--- src/rtl/soc_system_cc_capture.sv ---
// soc_system_cc_capture: measures the clk-cycle period between rising edges of
// an asynchronous input and publishes it to the HPS-visible cc_out PIO word.
// A missing edge publishes an all-ones sentinel and sets a sticky timeout flag.
// Optional feature macro: CC_CAPTURE_DEGLITCH_EN adds a FILTER_LEN-cycle
// stability filter between the synchronizer and the edge detector.
module soc_system_cc_capture #(
  parameter int          WIDTH          = 32,
  parameter int          SYNC_STAGES    = 2,
  parameter int unsigned TIMEOUT_CYCLES = 50000000,
  parameter int          FILTER_LEN     = 4
) (
  input  logic             clk,
  input  logic             reset,
  input  logic             enable,
  input  logic             sig_in,
  output logic [WIDTH-1:0] cc_out,
  output logic             cc_valid,
  output logic             cc_timeout,
  output logic             cc_busy
);

  typedef enum logic [1:0] {IDLE, ARMED, MEASURE} state_t;

  localparam logic [WIDTH-1:0] ONE         = {{(WIDTH-1){1'b0}}, 1'b1};
  localparam logic [WIDTH-1:0] TIMEOUT_VAL = WIDTH'(TIMEOUT_CYCLES);
  // The warm-up counter runs until both the synchronizer and the prev flop
  // hold real samples of sig_in, so a level present at reset release is not
  // mistaken for an edge.
  localparam int               WARM_W      = $clog2(SYNC_STAGES + 2);
  localparam logic [WARM_W-1:0] WARM_DONE  = WARM_W'(SYNC_STAGES + 1);

  if (SYNC_STAGES < 2 || SYNC_STAGES > 4 || FILTER_LEN < 1) begin : g_param_check
    $error("soc_system_cc_capture: SYNC_STAGES must be 2..4 and FILTER_LEN >= 1");
  end

  logic [SYNC_STAGES-1:0] sync_q;
  logic [WARM_W-1:0]      warm_q;
  logic                   prev_q;
  logic                   sync_last;
  logic                   primed;
  logic                   level;
  logic                   rise;

  state_t           state_q, state_d;
  logic [WIDTH-1:0] count_q, count_d;
  logic [WIDTH-1:0] cc_out_q, cc_out_d;
  logic             cc_valid_q, cc_valid_d;
  logic             cc_timeout_q, cc_timeout_d;
  logic             cc_busy_q, cc_busy_d;

  assign sync_last = sync_q[SYNC_STAGES-1];
  assign primed    = (warm_q == WARM_DONE);

  // Shift sig_in through the synchronizer chain and count off the warm-up cycles.
  always_ff @(posedge clk or posedge reset) begin
    if (reset) begin
      sync_q <= '0;
      warm_q <= '0;
    end else begin
      sync_q <= {sync_q[SYNC_STAGES-2:0], sig_in};
      if (!primed) warm_q <= warm_q + 1'b1;
    end
  end

`ifdef CC_CAPTURE_DEGLITCH_EN
  localparam int               STAB_W   = $clog2(FILTER_LEN + 1);
  localparam logic [STAB_W-1:0] STAB_END = STAB_W'(FILTER_LEN - 1);

  logic              filt_q;
  logic [STAB_W-1:0] stab_q;

  // Accept a new level only after it has differed from the filtered level for
  // FILTER_LEN consecutive cycles; before warm-up the filter just follows.
  always_ff @(posedge clk or posedge reset) begin
    if (reset) begin
      filt_q <= 1'b0;
      stab_q <= '0;
    end else if (!primed) begin
      filt_q <= sync_last;
      stab_q <= '0;
    end else if (sync_last == filt_q) begin
      stab_q <= '0;
    end else if (stab_q == STAB_END) begin
      filt_q <= sync_last;
      stab_q <= '0;
    end else begin
      stab_q <= stab_q + 1'b1;
    end
  end

  assign level = filt_q;
`else
  assign level = sync_last;
`endif

  // Remember the previous level for edge detection; during warm-up it tracks
  // the raw synchronizer output so the first primed cycle sees a settled value.
  always_ff @(posedge clk or posedge reset) begin
    if (reset) prev_q <= 1'b0;
    else       prev_q <= primed ? level : sync_last;
  end

  assign rise = primed & level & ~prev_q;

  // State and result registers.
  always_ff @(posedge clk or posedge reset) begin
    if (reset) begin
      state_q      <= IDLE;
      count_q      <= '0;
      cc_out_q     <= '0;
      cc_valid_q   <= 1'b0;
      cc_timeout_q <= 1'b0;
      cc_busy_q    <= 1'b0;
    end else begin
      state_q      <= state_d;
      count_q      <= count_d;
      cc_out_q     <= cc_out_d;
      cc_valid_q   <= cc_valid_d;
      cc_timeout_q <= cc_timeout_d;
      cc_busy_q    <= cc_busy_d;
    end
  end

  // Next-state logic: disable beats a rise, and a rise beats the timeout, so
  // an edge landing on the timeout cycle still publishes a normal period.
  always_comb begin
    state_d      = state_q;
    count_d      = count_q;
    cc_out_d     = cc_out_q;
    cc_valid_d   = 1'b0;
    cc_timeout_d = cc_timeout_q;
    if (!enable) cc_timeout_d = 1'b0;
    case (state_q)
      IDLE: begin
        count_d = '0;
        if (enable) state_d = ARMED;
      end
      ARMED: begin
        if (!enable) begin
          state_d = IDLE;
          count_d = '0;
        end else if (rise) begin
          state_d = MEASURE;
          count_d = ONE;
        end
      end
      MEASURE: begin
        if (!enable) begin
          state_d = IDLE;
          count_d = '0;
        end else if (rise) begin
          cc_out_d     = count_q;
          cc_valid_d   = 1'b1;
          cc_timeout_d = 1'b0;
          count_d      = ONE;
        end else if (count_q == TIMEOUT_VAL) begin
          cc_out_d     = '1;
          cc_valid_d   = 1'b1;
          cc_timeout_d = 1'b1;
          state_d      = ARMED;
          count_d      = '0;
        end else begin
          count_d = count_q + ONE;
        end
      end
      default: begin
        state_d = IDLE;
        count_d = '0;
      end
    endcase
    cc_busy_d = (state_d != IDLE);
  end

  assign cc_out     = cc_out_q;
  assign cc_valid   = cc_valid_q;
  assign cc_timeout = cc_timeout_q;
  assign cc_busy    = cc_busy_q;

endmodule

--- config.mk ---
export PLATFORM = sky130hd
export DESIGN_NAME = soc_system_cc_capture
export DESIGN_NICKNAME = d
export VERILOG_FILES = /design/src/rtl/soc_system_cc_capture.sv
export SDC_FILE = /design/constraint.sdc
export NUM_CORES = 1
export LEC_CHECK = 0
export BUFFER_PORTS_ARGS = -buffer_cell sky130_fd_sc_hd__buf_2
export CORE_UTILIZATION = 35
export CTS_BUF_LIST = sky130_fd_sc_hd__clkbuf_8 sky130_fd_sc_hd__clkbuf_16
export DETAILED_ROUTE_END_ITERATION = 8
export PLACE_DENSITY = 0.6
export SLEW_MARGIN = 20
export SYNTH_ARGS = -nofsm -noshare
export SYNTH_HDL_FRONTEND = slang
export SYNTH_SLANG_ARGS = --single-unit
--- constraint.sdc ---
create_clock -name clk -period 3 [get_ports clk]
set_clock_uncertainty 0.2 [all_clocks]
set_input_delay 0.15 -clock clk [delete_from_list [all_inputs] [get_ports clk]]
set_output_delay 0.15 -clock clk [all_outputs]
set_load 0.01 [all_outputs]
==> key figures <==
CTS
  – Clock Latency Late Sink: 0.35 ns
  – CTS buffer count: 9
  – CTS H-Tree Depth: 3
  – CTS sink cnt: 74
  – CTS tree: yes
  – Number of post-CTS setup repair buffers: 0
  – Root Buffer: clkbuf_8
  – Clock Pin Slew Worst Setup and Hold Paths: 0.07 ns
  – CTS resizes: 0
  – Max Buffers Root-to-Sink: 2

Pwr
  – Power Total: 2.85 mW
  – LEAKAGE: 1.71 nW
  – Power per cell area: 730 nW/um^2
  – VDD IR max: 0.270 mV

Detailed routing
  – Wirelength per Cell: 14.8 um
  – Post-route DRC violation count: 0
  – Total number of vias: 2426
  – Final ANT Viol Nets: 0
  – Final WL: 7.06 mm
  – Iteration count of the initial detailed-routing pass: 4
  – Initial detailed-routing violation count: 145
  – DR vias/cell: 5.10

GRT
  – Initial antenna violation count: 0
  – Total global routing overflow: 0
  – Maximum number of pins on one net before global-route repair: 44
  – Vias in the first global route: 2378
  – First-pass GRT wire length: 12.1 mm
  – Total global routing track utilization: 15.8%

Cells and area
  – Share of layout cells above drive strength 1: 19.9%
  – Final-stage net count: 355
  – Register area: 1850 um^2
  – Filler Cells Inserted: 913
  – Area Growth Syn to Fin: 16.8%
  – Diode count: 0
  – Area of the multi-input gates: 1360 um^2
  – Final std cells w/o fill: 476

Critical path
  – Required @ worst endpoint: 3.02 ns
  – Setup crit start: count_q[0]$_DFFE_PP0P_
  – Critical Setup Path Class: reg -> reg
  – Crit-path slowest cell: or4_4
  – CP arrival: 2.71 ns
  – CP peak stage delay: 0.59 ns
  – Critical Path, Cell by Cell: inv_1, ha_1, nor4b_1, nand2_1, or4_4, a31oi_2, buf_4, nor2_1
  – Reg-to-Reg End: count_q[27]$_DFFE_PP0P_
  – Reg2reg start: count_q[0]$_DFFE_PP0P_
  – Crit start category: flop
  – Endpoint class of the critical path: flop
  – Critical path fanouts, max: 21
  – FF-to-FF setup slack: 0.31 ns
  – Worst R2R Path Depth: 8
  – Worst Setup EP: count_q[27]$_DFFE_PP0P_

Floorplanning
  – Die width: 99.7 um
  – Core area: 9240 um^2
  – Die area: 9940 um^2
  – Starting density of the core: 36.1%
  – Die height: 99.7 um
  – # IOs: 39
  – Num rows: 35

Placed design
  – Dpl ws: 0.291 ns
  – PortBufs: 38
  – Placer Congestion: 0.826
  – Dpl cells: 459
  – Hpwl dp: 4.92 mm

STA
  – Post-route setup slack: 0.309 ns
  – Period utilisation layout: 89.7%
  – Slew headroom: 53.8%
  – Post-layout min period: 2.69 ns
  – Final setup fails: 0
  – Setup TNS: 0 ns
  – Final hold vios: 0
  – Worst-Margin Slew: 0.692 ns
  – Min Hold Slack: 0.168 ns
  – Fmax: 0.372 GHz
  – Slew Limit Fails: 0
  – RSZ-0062 raised after global routing: false

Yosys
  – Unique masters post-synth: 41
  – Synth Instances: 298
  – Post-Syn Nets: 309
  – Post-Synth XOR/XNOR Area: 7.34%
  – Main combinational cell family by area after synthesis: simple AND/OR/NAND/NOR gates
  – Ys Warns: 0
  – Post-synth EDFFs: 0
  – Share of the synthesized area in the top cell type: 55.5%
  – Most used DFF post-synth: dfrtp_1
  – Post-Synth Simple-Gate Area: 16.2%
  – Async SR Flop Fraction: 100%
  – Area contributors post-synth: dfrtp_1 55%, o22a_1 8.4%, xor2_1 5.0%
  – Sequential fraction of the synthesis area: 55.5%
  – Post-Synth Adder-Cell Area: 2.62%
  – Area leader, netlist: dfrtp_1
  – Flops & latches, synth: 74
  – Syn avg cell area: 11.2 um^2
  – Mapped cell area: 3340 um^2
  – Post-synthesis mux area share: 0.337%
  – Complex-gate fraction of the synthesized area: 14.1%

Run
  – Max cap viols: 0

Outcome
  – Status: finished, final reports clean

Hold path
  – Hold WC Path Type: reg -> reg
## critical path: cells and delay by family, from the launching register on
kind	cells	cell delay (ns)
simple gates	4	1.12
flops	1	0.44
buf+inv	2	0.42
compound gates	1	0.23
fa+ha+maj	1	0.16
## through the flow
step,utilization [%],area [um^2]
floorplan,-,3340
detailed placement,39.9,3690
CTS,42.2,3900
finish,42.2,3900
global placement,39.9,3690
global route,42.2,3900
## per-layer routing
metal  track usage, %  part of all wire, %  routed length (um)  vias up
met3             4.78                  3.8                 267        8
met4             4.86                 0.98                  69        0
met1             22.0                   50                3500     1201
li1                 -                    -                   -     1174
met2             23.7                   46                3230       43
met5                0                    0                   0        -
## final cells by class
class                   count  area share (%)
inverters                   9           0.866
well taps                 129            4.14
clock inverters             5            1.48
multi-input cells         199            35.0
flip-flops and latches     74            47.5
repair buffers             51            7.89
clock buffers               9            3.18
## flip-flops by register name, indices dropped and copies added (netlist names)
signal and flops:
count_q 32, state_q 2, cc_busy 1, cc_out 32, warm_q 2, cc_timeout 1
cc_valid 1, prev_q 1, sync_q 2
## placed cells by master (no fill, tap or decap), types with 3 or more instances in the layout
| cell type | count |
|---|---|
| buf_2 | 38 |
| o22a_1 | 32 |
| xor2_1 | 19 |
| nor4b_1 | 4 |
| nor2_1 | 34 |
| ha_1 | 7 |
| nand4_1 | 14 |
| o31ai_1 | 3 |
| xnor2_1 | 9 |
| inv_1 | 8 |
| clkbuf_8 | 9 |
| nand2_1 | 13 |
| dfrtp_1 | 74 |
| and3_1 | 6 |
| buf_4 | 9 |
| nand3_1 | 12 |
| and2_1 | 3 |
| o21ai_0 | 6 |
| dlygate4sd3_1 | 3 |
| nor4_1 | 3 |
| a21oi_1 | 8 |
| clkinvlp_4 | 3 |
## report_power, final
part           switching, mW  total, mW  leakage [nW]  internal, mW
clock network          0.347      0.719        0.0832         0.373
logic                  0.374      0.764         0.641         0.390
registers              0.126       1.36         0.990          1.24
## cell usage after synthesis, drive strengths merged, types with 3 or more instances
cell	instances
a21oi	9
and2	3
and3	6
buf	9
clkbuf	7
dfrtp	74
ha	7
inv	9
nand2	13
nand3	12
nand4	14
nor2	34
nor4	3
nor4b	4
o21ai	6
o22a	32
o31ai	3
xnor2	9
xor2	19
## repair_timing
action,CTS,global route
endpoints found under the setup margin,0,0
hold buffers,3,0
endpoints found under the hold margin,34,0
## cell families after synthesis
kind of cell    after synthesis
fa+ha+maj                     7
buf+inv                      25
flops                        74
simple gates                103
compound gates               60
mux                           1
xor+xnor                     28
## how the worst min path moves through the flow
| stage | from | endpoint | slack [ns] | cells after the start |
|---|---|---|---|---|
| after CTS | sync_q[0]$_DFF_PP0_ | sync_q[1]$_DFF_PP0_ | 0.18 | 0 |
| after detailed placement | sig_in | sync_q[0]$_DFF_PP0_ | 0.06 | 1 |
| after floorplan | sig_in | sync_q[0]$_DFF_PP0_ | -0.02 | 0 |
| after global placement | sig_in | sync_q[0]$_DFF_PP0_ | 0.06 | 1 |
| final | sync_q[0]$_DFF_PP0_ | sync_q[1]$_DFF_PP0_ | 0.17 | 0 |
| after global routing | sync_q[0]$_DFF_PP0_ | sync_q[1]$_DFF_PP0_ | 0.18 | 0 |
Power figures use the tool's default switching activity.
